## config.mk

```make
export PLATFORM = sky130hd
export DESIGN_NAME = instruction_fetch_unit
export DESIGN_NICKNAME = d
export VERILOG_FILES = /design/src/rtl/instruction_fetch_unit.sv
export SDC_FILE = /design/constraint.sdc
export NUM_CORES = 1
export LEC_CHECK = 0
export ABC_AREA = 1
export CAP_MARGIN = 25
export CORE_ASPECT_RATIO = 0.7
export CORE_UTILIZATION = 40
export CTS_BUF_LIST = sky130_fd_sc_hd__clkbuf_4
export DETAILED_ROUTE_END_ITERATION = 10
export PLACE_DENSITY = 0.8
export SLEW_MARGIN = 25
export SYNTH_ARGS = -nofsm -noshare
export SYNTH_HDL_FRONTEND = slang
export SYNTH_SLANG_ARGS = --single-unit
```

## constraint.sdc

```tcl
create_clock -name clk -period 1.65 [get_ports clk]
set_input_delay 0.4125 -clock clk [delete_from_list [all_inputs] [get_ports clk]]
set_output_delay 0.4125 -clock clk [all_outputs]
set_load 0.02 [all_outputs]
```

## src/rtl/instruction_fetch_unit.sv

```systemverilog
// -----------------------------------------------------------------------------
// instruction_fetch_unit
// Program counter and fetch stage. PC_o addresses the program ROM
// combinationally. The ROM word returned in the same cycle is captured together
// with its PC into the fetch register, which feeds decode/execute. The unit
// advances sequentially, accepts branch/jump redirects, and honours stalls. It
// halts when the PC leaves the program image.
//
// Ports
//   clk                  in   1   rising-edge clock
//   reset                in   1   synchronous, active-high reset
//   Stall_i              in   1   hold PC and fetch register this cycle
//   Redirect_i           in   1   taken branch / JAL / JALR this cycle
//   Redirect_Target_i    in   32  byte target address for the redirect
//   Instruction_i        in   32  ROM data for the current PC_o
//   PC_o                 out  32  current PC (ROM byte address)
//   Fetch_PC_o           out  32  PC of the instruction in the fetch register
//   Fetch_PC_Plus4_o     out  32  Fetch_PC_o + 4 (link value)
//   Fetch_Instruction_o  out  32  registered instruction word
//   Fetch_Valid_o        out  1   fetch register holds a real instruction
//   Misaligned_o         out  1   one-cycle pulse for an unaligned redirect target
//   Halted_o             out  1   unit is in the HALT state
// -----------------------------------------------------------------------------
module instruction_fetch_unit #(
    parameter logic [31:0] RESET_PC     = 32'h0040_0000,
    parameter int          MEMORY_DEPTH = 32,
    parameter logic [31:0] NOP_INSTR    = 32'h0000_0013
) (
    input  logic        clk,
    input  logic        reset,
    input  logic        Stall_i,
    input  logic        Redirect_i,
    input  logic [31:0] Redirect_Target_i,
    input  logic [31:0] Instruction_i,
    output logic [31:0] PC_o,
    output logic [31:0] Fetch_PC_o,
    output logic [31:0] Fetch_PC_Plus4_o,
    output logic [31:0] Fetch_Instruction_o,
    output logic        Fetch_Valid_o,
    output logic        Misaligned_o,
    output logic        Halted_o
);

    typedef enum logic [0:0] {
        ST_FETCH = 1'b0,
        ST_HALT  = 1'b1
    } state_t;

    // First byte address past the program image (32-bit wrapping arithmetic).
    localparam logic [31:0] WINDOW_END = RESET_PC + 32'(4 * MEMORY_DEPTH);

    state_t      state_r;
    logic [31:0] pc_r;
    logic [31:0] fetch_pc_r;
    logic [31:0] fetch_instr_r;
    logic        fetch_valid_r;
    logic        misaligned_r;
    logic        halted_r;

    logic [31:0] target_aligned_s;
    logic        target_in_window_s;
    logic        pc_in_window_s;

    // True when a byte address lies inside the program image.
    function automatic logic in_window(input logic [31:0] addr);
        return (addr >= RESET_PC) && (addr < WINDOW_END);
    endfunction

    // Redirect target is forced to a word boundary. Window checks use the aligned value.
    always_comb begin
        target_aligned_s   = {Redirect_Target_i[31:2], 2'b00};
        target_in_window_s = in_window(target_aligned_s);
        pc_in_window_s     = in_window(pc_r);
    end

    // PC, fetch register and FSM. Priority order: reset, redirect, stall, advance.
    always_ff @(posedge clk) begin
        if (reset) begin
            state_r       <= ST_FETCH;
            pc_r          <= RESET_PC;
            fetch_pc_r    <= 32'h0000_0000;
            fetch_instr_r <= NOP_INSTR;
            fetch_valid_r <= 1'b0;
            misaligned_r  <= 1'b0;
            halted_r      <= 1'b0;
        end else begin
            case (state_r)
                ST_FETCH: begin
                    if (Redirect_i) begin
                        // Flush: the word fetched at the old PC is wrong-path.
                        pc_r          <= target_aligned_s;
                        fetch_instr_r <= NOP_INSTR;
                        fetch_valid_r <= 1'b0;
                        misaligned_r  <= |Redirect_Target_i[1:0];
                    end else if (Stall_i) begin
                        misaligned_r  <= 1'b0;
                    end else if (pc_in_window_s) begin
                        fetch_instr_r <= Instruction_i;
                        fetch_pc_r    <= pc_r;
                        fetch_valid_r <= 1'b1;
                        pc_r          <= pc_r + 32'd4;
                        misaligned_r  <= 1'b0;
                    end else begin
                        // Ran off the image: park with a bubble in the fetch register.
                        state_r       <= ST_HALT;
                        halted_r      <= 1'b1;
                        fetch_instr_r <= NOP_INSTR;
                        fetch_valid_r <= 1'b0;
                        misaligned_r  <= 1'b0;
                    end
                end
                ST_HALT: begin
                    if (Redirect_i) begin
                        pc_r          <= target_aligned_s;
                        fetch_instr_r <= NOP_INSTR;
                        fetch_valid_r <= 1'b0;
                        misaligned_r  <= |Redirect_Target_i[1:0];
                        if (target_in_window_s) begin
                            state_r  <= ST_FETCH;
                            halted_r <= 1'b0;
                        end else begin
                            state_r  <= ST_HALT;
                            halted_r <= 1'b1;
                        end
                    end else begin
                        // Stall has no effect while halted.
                        fetch_valid_r <= 1'b0;
                        misaligned_r  <= 1'b0;
                    end
                end
                default: begin
                    state_r       <= ST_FETCH;
                    pc_r          <= RESET_PC;
                    fetch_instr_r <= NOP_INSTR;
                    fetch_valid_r <= 1'b0;
                    misaligned_r  <= 1'b0;
                    halted_r      <= 1'b0;
                end
            endcase
        end
    end

    assign PC_o                = pc_r;
    assign Fetch_PC_o          = fetch_pc_r;
    assign Fetch_PC_Plus4_o    = fetch_pc_r + 32'd4;
    assign Fetch_Instruction_o = fetch_instr_r;
    assign Fetch_Valid_o       = fetch_valid_r;
    assign Misaligned_o        = misaligned_r;
    assign Halted_o            = halted_r;

endmodule

```

# Word-level counts from Yosys, hierarchy flattened
# Cells that the tools add are included.
[totals]
output_inout_bits = 131
ff_bits = 100
inputBits = 68
wordCells = 55
[classes]
order_cmp = 4
addsub = 2
eq_ne = 6
bitwise = 3
n_reduce_logical = 8
mux = 25
[op_table]
columns = ["operator", "count"]
rows = [
  ["two-way mux 32 bit", 8],
  ["case mux 32 bit (2 select lines)", 2],
  ["adder 32 x 3 -> 32 bit (second input constant)", 2],
  ["greater-or-equal comparator 32 x 23 -> 1 bit (second input constant)", 2],
  ["< comparator 32 x 23 -> 1 bit (second input constant)", 2],
  ["two-way mux 1 bit", 12],
  ["inequality test 2 bit (second input constant)", 4],
  ["AND reduction 4 bit", 2],
  ["inequality test 3 bit (second input constant)", 2],
  ["case mux 1 bit (2 select lines)", 3],
  ["OR reduction 2 bit", 2],
  ["NOT 1 bit", 3],
  ["AND reduction 3 bit", 1],
  ["logical AND 1 bit", 2],
  ["AND reduction 2 bit", 1],
]

# Logic depth before layout (Yosys ltp)
# Gate-level depths: netlist of run 1.
[depth]
ltp_word = 6
ltp_mapped = 11
depth_no_buf = 11

# Least setup slack after synthesis of run 1
# Ideal clock, no wire load.
[synth_timing]
path_type = "register to output"
from = "register fetch_pc_r[2] (netlist: Fetch_PC_o[2])"
to = "output Fetch_PC_Plus4_o[27]"
path_buffers = 0
path_stages_with_launch = 7
path_slack_ps = -480
required_ps = 1237
t_arrival_ps = 1718
path_cell_list = "dfxtp_1 > inv_1 > nor3_4 > nand2_1 > nor2_1 > nand4_1 > xnor2_1"
[synth_via]
elab_chain_len = 1
[synth_rtl]
columns = ["element", "line", "source"]
rows = [
  ["from (decl)", "54", "logic [31:0] fetch_pc_r;"],
  ["from (signal assigned)", "99", "fetch_pc_r <= pc_r;"],
  ["adder 32 x 3 -> 32 bit", "145", "assign Fetch_PC_Plus4_o = fetch_pc_r + 32'd4;"],
  ["to (decl)", "37", "output logic [31:0] Fetch_PC_Plus4_o,"],
]
# No other way between the ends.

# Worst setup path in the final report of run 1
[layout_timing]
from = "register fetch_pc_r[3] (netlist: Fetch_PC_o[3])"
to = "output Fetch_PC_Plus4_o[20]"
# The elaborated chain is that of the path after synthesis.

==> flow_metrics.env, run 1 <==
export IMPL_leakage_nw=3.907
export IMPL_cts_tree="yes"
export IMPL_period_share=1.515
export IMPL_cp_slowest_cell="dfxtp_4"
export IMPL_worstSkewPairLatency_ps=460
export IMPL_drt_total_wl_um=17310
export IMPL_period_minus_slack_ps=2499
export IMPL_cts_root_buf="clkbuf_4"
export IMPL_post_place_cells=1036
export IMPL_setup_viol=45
export IMPL_cts_max_path_buffers=2
export IMPL_grt_pass1_wl_um=24950
export IMPL_path_max_fanout=3
export IMPL_wire_per_inst_um=16.07
export IMPL_cts_sinks=96
export IMPL_ys_ff_latch=96
export IMPL_drtAntennaViolNets=0
export IMPL_hold_ws_ps=481.0
export IMPL_drv_slew=0
export IMPL_fin_nets=990
export IMPL_critPathMaxStageDelay_ps=410
export IMPL_mostFrequentLayoutCells="nand2_1 (112), buf_4 (94), clkdlybuf4s50_1 (67), dfxtp_1 (59), inv_1 (57)"
export IMPL_first_pass_iters=4
export IMPL_initial_core_util=0.4137
export IMPL_area_delta_synth_final_pct=79.79
export IMPL_path_delay_family="simple AND/OR/NAND/NOR gates"
export IMPL_synth_top_area_frac=0.4189
export IMPL_dpl_hpwl_um=11410
export IMPL_synth_cell_types=33
export IMPL_arrival_ps=2090
export IMPL_drive_gt1_frac=0.3810
export IMPL_yosysWarningCount=0
export IMPL_drc=0
export IMPL_status="finished with violations"
export IMPL_path_cells="ha_4 -> nand2_4 -> nor3_4 -> nand3_4 -> nor2_4 -> buf_6 -> xor2_2 -> buf_6"
export IMPL_synth_area_leaders="dfxtp_1 (42%), nand2_1 (11%), nand3_1 (7.9%), a21oi_1 (6.5%), inv_1 (5.6%)"
export IMPL_fin_ws_ps=-849.4
export IMPL_place_ws_ps=-786.2
export IMPL_grt_ovfl_total=0
export IMPL_final_common_cell="nand2_1"
export IMPL_critPathBufInv=2
export IMPL_peakVddDrop_mv=0.4462
export IMPL_synthCells=640
export IMPL_critPathKind="register to output port"
export IMPL_grt_usage=0.2678
export IMPL_port_buffers=192
export IMPL_crit_path_frequent_cell="buf_6"
export IMPL_max_freq_ghz=0.4001
export IMPL_clk_pin_slew_ps=170
export IMPL_pin_count=199
export IMPL_required_ps=1240
export IMPL_synth_area_leader_cell="dfxtp_1"
export IMPL_stdcell_count=1077
export IMPL_syn_area_um2=4588
export IMPL_hold_class="register to register"
export IMPL_htree_levels=3
export IMPL_gp_congestion=0.9047
export IMPL_grt_setup_unrepaired="true"
export IMPL_nFillCells=814
export IMPL_die_area_um2=11910
export IMPL_syn_area_per_cell_um2=7.169
export IMPL_powerDensity_nw_per_um2=557.5
export IMPL_finClkSkew_ps=31.09
export IMPL_viasPerCell=5.076
export IMPL_grt_max_degree=44
export IMPL_max_cap_viol_count=0
export IMPL_core_area_um2=11090
export IMPL_crit_path_start_kind="register"
export IMPL_rows=32
export IMPL_grt_pass1_vias=5198
export IMPL_hold_viol_final=0
export IMPL_violations="setup timing"
export IMPL_num_vias=5467
export IMPL_drtIter0Drc=310
export IMPL_cts_buffers=9
export IMPL_synth_seq_area_share=0.4189
export IMPL_cp_end_kind="output port"
export IMPL_fp_dieH_um=91.61
export IMPL_n_antenna_cell=0
export IMPL_antenna_found_initial=0
export IMPL_die_width_um=130.0
==> state kept, by name (all words and copies together) (netlist names) <==
register	count
Fetch_Instruction_o	32
Fetch_PC_o	30
Fetch_Valid_o	1
Halted_o	1
Misaligned_o	1
PC_o	30
state_r	1
==> what timing repair did <==
action	in CTS	in global routing
gates resized for setup	356	153
pin swaps	20	29
buffers inserted	9	17
endpoints found under the setup margin	125	117
hold buffers	0	0
gates cloned	0	5
==> power breakdown <==
part / leakage, nW / internal [mW] / switching [mW]
Sequential: 0.805 / 2.39 / 0.0658
Combinational: 3.03 / 0.432 / 0.527
Clock: 0.0688 / 0.337 / 0.842
Total: 3.91 / 3.16 / 1.43
==> cell usage after synthesis (all sizes together) <==
cell    number
xnor2        8
mux2i        1
clkbuf      13
a21oi       62
nand3       74
nor3b        1
nor3        10
inv         69
o21ai       39
conb         1
nor4         1
clkinv       1
buf         25
dfxtp       96
ha           3
xor2        21
nand3b       1
nand4       12
nor2        69
nand2      133
==> layout make-up <==
class                           instances  area [µm²]  area share
Clock buffer                           10       75.07    0.009101
Timing Repair Buffer                  301        2813      0.3410
Inverter                               70       269.0     0.03261
Clock inverter                          6       43.79    0.005309
Multi-Input combinational cell        441        2861      0.3469
Tap cell                              153       191.4     0.02321
Sequential cell                        96        1996      0.2419
==> layer usage <==
layer,vias to the layer above,share of wire,GRT usage
li1,2588,-,-
met1,2580,0.41,0.3270
met2,258,0.49,0.4447
met3,41,0.085,0.08898
met4,0,0.023,0.07849
met5,-,0,0
==> path summary, 6_finish.rpt <==
| path | start | end | slack (ps) | cells past startpoint |
|---|---|---|---|---|
| max | Fetch_PC_o[3]$_SDFFE_PP0P_ | Fetch_PC_Plus4_o[20] | -850 | 8 |
| min | Fetch_PC_o[21]$_SDFFE_PP0P_ | Fetch_PC_o[21]$_SDFFE_PP0P_ | 480 | 2 |
| max reg2reg | PC_o[31]$_SDFFE_PP0P_ | Fetch_PC_o[4]$_SDFFE_PP0P_ | -110 | 11 |
| min reg2reg | Fetch_PC_o[21]$_SDFFE_PP0P_ | Fetch_PC_o[21]$_SDFFE_PP0P_ | 480 | 2 |
==> cell families (layout without fill, tap and decap cells) <==
family,Yosys count,after routing,share of synthesized area
simple gates,301,301,0.2962
buf+inv,108,387,0.1058
xor+xnor,29,29,0.05536
compound gates,101,101,0.1126
fa+ha+maj,3,3,0.008182
mux,1,1,0.002182
flops,96,96,0.4189
other cells,1,6,0.0008173
==> stage by stage <==
| stage | instance area [µm²] | util | power [mW] | TNS (ps) |
|---|---|---|---|---|
| after CTS | 7672 | 0.6918 | 4.541 | -18910 |
| after floorplan | 4926 | - | 2.960 | -3506 |
| after detailed placement | 7555 | 0.6812 | 3.450 | -34620 |
| final | 8249 | 0.7438 | 4.599 | -19600 |
| after global routing | 8249 | 0.7438 | 4.812 | -25700 |
| after global placement | 7555 | 0.6812 | 3.422 | -29910 |
==> tightest hold or removal path, delay by kind of cell (launching register included) <==
| family | cells | cell delay (ps) |
|---|---|---|
| buf+inv | 1 | 30 |
| flops | 1 | 370 |
| simple gates | 1 | 70 |
Note: power is estimated with default switching activity, not from simulation.
==> run 2: changes to the inputs <==
--- a/config.mk
+++ b/config.mk
@@ -12,6 +12,7 @@
 export CTS_BUF_LIST = sky130_fd_sc_hd__clkbuf_4
 export DETAILED_ROUTE_END_ITERATION = 10
 export PLACE_DENSITY = 0.8
+export SKIP_CTS_REPAIR_TIMING = 1
 export SLEW_MARGIN = 25
 export SYNTH_ARGS = -nofsm -noshare
 export SYNTH_HDL_FRONTEND = slang
==> run 2 against run 1 <==
- the flow still finishes with violations (setup timing)
- worst setup slack gained 11 ps
- sequential power is essentially flat
- global-route usage shrank 1.2 points
- critical path depth shrank 1
- via count shrank 1.4%
- sequential share of layout area grew 0.068 points
- die area is the same
- worst hold slack gained 1.3 ps
- critical path type unchanged
- critical endpoint is now Fetch_PC_Plus4_o[15]
==> flow_metrics.env, run 2 (synthesis gave the netlist of run 1 again) <==
export IMPL_final_common_cell="nand2_1"
export IMPL_fp_dieH_um=91.61
export IMPL_core_area_um2=11090
export IMPL_cts_root_buf="clkbuf_4"
export IMPL_max_cap_viol_count=0
export IMPL_fin_ws_ps=-838.6
export IMPL_htree_levels=3
export IMPL_die_width_um=130.0
export IMPL_grt_usage=0.2562
export IMPL_area_delta_synth_final_pct=77.83
export IMPL_reg2reg_from="PC_o[31]$_SDFFE_PP0P_"
export IMPL_mostFrequentLayoutCells="nand2_1 (118), buf_4 (88), dlymetal6s2s_1 (76), nand3_1 (68), clkdlybuf4s50_1 (67)"
export IMPL_largest_reg_flops=32
export IMPL_rows=32
export IMPL_initial_core_util=0.4137
export IMPL_wire_per_inst_um=15.77
export IMPL_finClkSkew_ps=22.33
export IMPL_crit_path_start_kind="register"
export IMPL_antenna_found_initial=0
export IMPL_arrival_ps=2080
export IMPL_post_place_cells=1036
export IMPL_cts_tree="yes"
export IMPL_r2r_slack_ps=80
export IMPL_drt_total_wl_um=16830
export IMPL_grt_ovfl_total=0
export IMPL_postLayoutCoreUtil=0.7357
export IMPL_setup_viol=30
export IMPL_hold_viol_final=0
export IMPL_peakVddDrop_mv=0.4388
export IMPL_status="finished with violations"
export IMPL_grt_max_degree=44
export IMPL_period_minus_slack_ps=2489
export IMPL_period_share=1.508
export IMPL_worstHoldStart="PC_o[15]$_SDFFE_PP0P_"
export IMPL_min_path_cells=2
export IMPL_nFillCells=805
export IMPL_r2r_end="Fetch_Instruction_o[15]$_SDFFE_PP0P_"
export IMPL_viasPerCell=5.052
export IMPL_num_vias=5391
export IMPL_drv_slew=0
export IMPL_fin_nets=980
export IMPL_cts_buffers=9
export IMPL_stdcell_count=1067
export IMPL_violations="setup timing"
export IMPL_clk_pin_slew_ps=160
export IMPL_pin_count=199
export IMPL_worstSkewPairLatency_ps=450
export IMPL_drc=0
export IMPL_cts_sinks=96
export IMPL_hold_path_endpoint="PC_o[15]$_SDFFE_PP0P_"
export IMPL_drtIter0Drc=342
export IMPL_grt_pass1_wl_um=24050
export IMPL_n_antenna_cell=0
export IMPL_die_area_um2=11910
export IMPL_powerDensity_nw_per_um2=562.4
export IMPL_max_freq_ghz=0.4018
export IMPL_place_ws_ps=-786.2
export IMPL_cp_end_kind="output port"
export IMPL_port_buffers=192
export IMPL_relSlewSlack=0.6199
export IMPL_drive_gt1_frac=0.3042
export IMPL_grt_setup_unrepaired="true"
export IMPL_grt_pass1_vias=5004
export IMPL_required_ps=1240
export IMPL_drtAntennaViolNets=0
export IMPL_dpl_hpwl_um=11410
export IMPL_cts_max_path_buffers=2
export IMPL_critPathKind="register to output port"
export IMPL_hold_class="register to register"
export IMPL_leakage_nw=4.787
export IMPL_path_max_fanout=4
export IMPL_first_pass_iters=5
export IMPL_tns_ps=-19110
export IMPL_worst_pin_slew_ps=565.8
export IMPL_gp_congestion=0.9047
export IMPL_reg2reg_depth=9
[run 2: changes by cell type in the layout (fill, tap and decap cells not counted), moves of 19 or more]
cell | before | now
dlymetal6s2s_1 | 0 | 76
dlygate4sd2_1 | 43 | 0
nand3_1 | 45 | 68
clkdlybuf4s15_1 | 22 | 0
nand3_2 | 25 | 3
buf_2 | 20 | 1
[run 2: report_power, final]
part / switching, mW / leakage (nW) / internal (mW)
Clock: 0.820 / 0.0688 / 0.337
Combinational: 0.508 / 3.92 / 0.461
Sequential: 0.0642 / 0.801 / 2.40
Total: 1.39 / 4.79 / 3.20
[run 2: worst max path at each step]
| stage | start | to | slack [ps] |
|---|---|---|---|
| global placement | Fetch_PC_o[2]$_SDFFE_PP0P_ | Fetch_PC_Plus4_o[20] | -700 |
| finish | Fetch_PC_o[2]$_SDFFE_PP0P_ | Fetch_PC_Plus4_o[15] | -840 |
| floorplan | Fetch_PC_o[2]$_SDFFE_PP0P_ | Fetch_PC_Plus4_o[27] | -270 |
| CTS | Fetch_PC_o[4]$_SDFFE_PP0P_ | Fetch_PC_Plus4_o[27] | -1320 |
| global route | Fetch_PC_o[2]$_SDFFE_PP0P_ | Fetch_PC_Plus4_o[15] | -960 |
| detailed placement | Fetch_PC_o[2]$_SDFFE_PP0P_ | Fetch_PC_Plus4_o[20] | -790 |
[run 2: critical path, cell delays in order, from the launching register on]
cell and delay, ps:
dfxtp_4 410, clkinvlp_4 120, nor3_4 280, inv_2 140
nor3_4 250, buf_6 140, xor2_1 140, buf_4 160
[run 2: layer usage]
layer  track usage  vias up  part of all wire
li1              -     2571                 -
met1        0.3309     2542              0.41
met2        0.4171      254              0.49
met3       0.07778       24             0.086
met4       0.05717        0             0.015
met5             0        -                 0
[run 2: final cells by class]
cell class / count / area, µm² / share of cell area
multi-input combinational: 441 / 2673 / 0.3276
timing repair buffer: 291 / 2930 / 0.3591
tap: 153 / 191.4 / 0.02346
sequential: 96 / 1979 / 0.2426
inverter: 70 / 266.5 / 0.03266
clock buffer: 10 / 75.07 / 0.009201
clock inverter: 6 / 43.79 / 0.005367
[run 2: per-stage QoR]
step	hold WS [ps]	cell area (µm²)	power (mW)
after global routing	482.4	8159	4.815
after floorplan	508.4	4926	2.960
after CTS	474.4	7674	4.611
final	482.3	8159	4.589
after global placement	459.9	7555	3.422
after detailed placement	469.3	7555	3.450
==> run 3: changes to the inputs <==
--- a/config.mk
+++ b/config.mk
@@ -10,8 +10,9 @@
 export CORE_ASPECT_RATIO = 0.7
 export CORE_UTILIZATION = 40
 export CTS_BUF_LIST = sky130_fd_sc_hd__clkbuf_4
+export CTS_CLUSTER_SIZE = 40
 export DETAILED_ROUTE_END_ITERATION = 10
-export PLACE_DENSITY = 0.8
+export PLACE_DENSITY = 0.83
 export SKIP_CTS_REPAIR_TIMING = 1
 export SLEW_MARGIN = 25
 export SYNTH_ARGS = -nofsm -noshare
==> run 3 against run 2 <==
- the flow still finishes with violations (setup timing)
- clock power hardly changed
- sequential share of layout area is 0.33 points higher
- worst setup slack better by 48 ps
- first-iteration DRC count is 17% lower
- sequential power hardly changed
- final cell count is 0.19% higher
- count of clock-buffer cells in the layout is 1 lower
- combinational power is 2.8% lower
- non-clock buffer count is 2 higher
- flip-flop and latch count stayed put
- critical endpoint unchanged
==> flow_metrics.env, run 3 (synthesis gave the netlist of run 1 again) <==
export IMPL_status="finished with violations"
export IMPL_violations="setup timing"
export IMPL_r2r_end="Fetch_PC_o[2]$_SDFFE_PP0P_"
export IMPL_largest_reg_flops=32
export IMPL_grt_usage=0.2495
export IMPL_grt_pass1_wl_um=23320
export IMPL_r2r_slack_ps=90
export IMPL_n_antenna_cell=0
export IMPL_critPathKind="register to output port"
export IMPL_powerDensity_nw_per_um2=564.6
export IMPL_peakVddDrop_mv=0.3876
export IMPL_hold_path_endpoint="PC_o[17]$_SDFFE_PP0P_"
export IMPL_drive_gt1_frac=0.3013
export IMPL_drt_total_wl_um=15430
export IMPL_leakage_nw=4.705
export IMPL_postLayoutCoreUtil=0.7229
export IMPL_cts_sinks=96
export IMPL_viasPerCell=4.883
export IMPL_grt_max_degree=40
export IMPL_grt_pass1_vias=4912
export IMPL_reg2reg_from="PC_o[9]$_SDFFE_PP0P_"
export IMPL_htree_levels=3
export IMPL_cts_root_buf="clkbuf_4"
export IMPL_initial_core_util=0.4137
export IMPL_drtAntennaViolNets=0
export IMPL_mostFrequentLayoutCells="nand2_1 (119), buf_4 (95), dlymetal6s2s_1 (71), nand3_1 (69), dfxtp_1 (68)"
export IMPL_drv_slew=0
export IMPL_max_cap_viol_count=0
export IMPL_grt_ovfl_total=0
export IMPL_reg2reg_depth=10
export IMPL_antenna_found_initial=0
export IMPL_die_area_um2=11910
export IMPL_period_minus_slack_ps=2440
export IMPL_wire_per_inst_um=14.43
export IMPL_hold_class="register to register"
export IMPL_gp_congestion=0.8764
export IMPL_hold_ws_ps=481.1
export IMPL_required_ps=1240
export IMPL_worstHoldStart="PC_o[17]$_SDFFE_PP0P_"
export IMPL_drtIter0Drc=283
export IMPL_cp_end_kind="output port"
export IMPL_drc=0
export IMPL_hold_viol_final=0
export IMPL_worstSkewPairLatency_ps=450
export IMPL_num_vias=5220
export IMPL_cts_buffers=9
export IMPL_tns_ps=-17880
export IMPL_cts_max_path_buffers=2
export IMPL_max_freq_ghz=0.4098
export IMPL_cts_tree="yes"
export IMPL_arrival_ps=2030
export IMPL_path_max_fanout=4
export IMPL_totalPowerFinal_mw=4.527
export IMPL_finClkSkew_ps=25.25
export IMPL_fin_ws_ps=-790.5
export IMPL_dpl_hpwl_um=11280
export IMPL_fin_nets=982
export IMPL_core_area_um2=11090
export IMPL_port_buffers=192
export IMPL_area_delta_synth_final_pct=74.75
export IMPL_grt_setup_unrepaired="true"
export IMPL_die_width_um=130.0
export IMPL_clk_pin_slew_ps=150
export IMPL_min_path_cells=2
export IMPL_period_share=1.479
export IMPL_rows=32
export IMPL_crit_path_start_kind="register"
export IMPL_first_pass_iters=7
export IMPL_fp_dieH_um=91.61
export IMPL_place_ws_ps=-752.5
export IMPL_final_common_cell="nand2_1"
export IMPL_pin_count=199
export IMPL_setup_viol=29
[run 3: cell types whose count changed in the layout (fill, tap and decap cells not counted), moves of 2 or more]
| cell | delta |
|---|---|
| buf_4 | +7 |
| clkbuf_2 | +6 |
| dlymetal6s2s_1 | -5 |
| buf_6 | -3 |
| inv_4 | +3 |
| xor2_1 | +3 |
| xor2_2 | -3 |
| clkbuf_16 | -2 |
| dfxtp_1 | +2 |
| dfxtp_4 | -2 |
| nor2_1 | +2 |
| xnor2_2 | +2 |
[run 3: area by class of cell]
| cell class | count | area, µm² |
|---|---|---|
| fillers | 862 | 3073 |
| repair buffers | 293 | 2861 |
| multi-input cells | 441 | 2609 |
| flip-flops and latches | 96 | 1972 |
| inverters | 70 | 271.5 |
| well taps | 153 | 191.4 |
| clock buffers | 9 | 67.56 |
| clock inverters | 7 | 45.04 |
[run 3: per-layer routing]
layer  wire, µm  GRT usage
met3       1316    0.07307
met1       6845     0.3359
met5          0          0
met2       7090     0.3922
met4        174    0.05426
[run 3: per-stage QoR]
step                      cells  instance area [µm²]
after floorplan             645                 4926
after global placement     1048                 7645
after detailed placement   1048                 7645
after CTS                  1064                 7757
after global routing       1069                 8018
final                      1069                 8018
[run 3: worst max-delay path: stages, from the launching register on]
cell	delay, ps
dfxtp_4	390
buf_6	100
clkinvlp_4	90
nor3_4	190
buf_4	170
inv_4	60
nor3_4	150
buf_6	140
xor2_1	140
buf_4	160
[run 3: power breakdown]
| group | switching [mW] | internal, mW | leakage [nW] |
|---|---|---|---|
| registers | 0.0575 | 2.40 | 0.800 |
| logic | 0.494 | 0.448 | 3.84 |
| clock network | 0.814 | 0.314 | 0.0661 |
[run 3: worst max-delay path by stage]
stage	start	to	depth (start not counted)	slack, ps
2_1_floorplan	Fetch_PC_o[2]$_SDFFE_PP0P_	Fetch_PC_Plus4_o[27]	6	-270
3_3_place_gp	Fetch_PC_o[2]$_SDFFE_PP0P_	Fetch_PC_Plus4_o[30]	8	-680
3_5_place_dp	Fetch_PC_o[2]$_SDFFE_PP0P_	Fetch_PC_Plus4_o[27]	8	-750
4_1_cts	Fetch_PC_o[2]$_SDFFE_PP0P_	Fetch_PC_Plus4_o[27]	8	-1270
5_1_grt	Fetch_PC_o[2]$_SDFFE_PP0P_	Fetch_PC_Plus4_o[23]	9	-910
6_report	Fetch_PC_o[2]$_SDFFE_PP0P_	Fetch_PC_Plus4_o[15]	9	-790
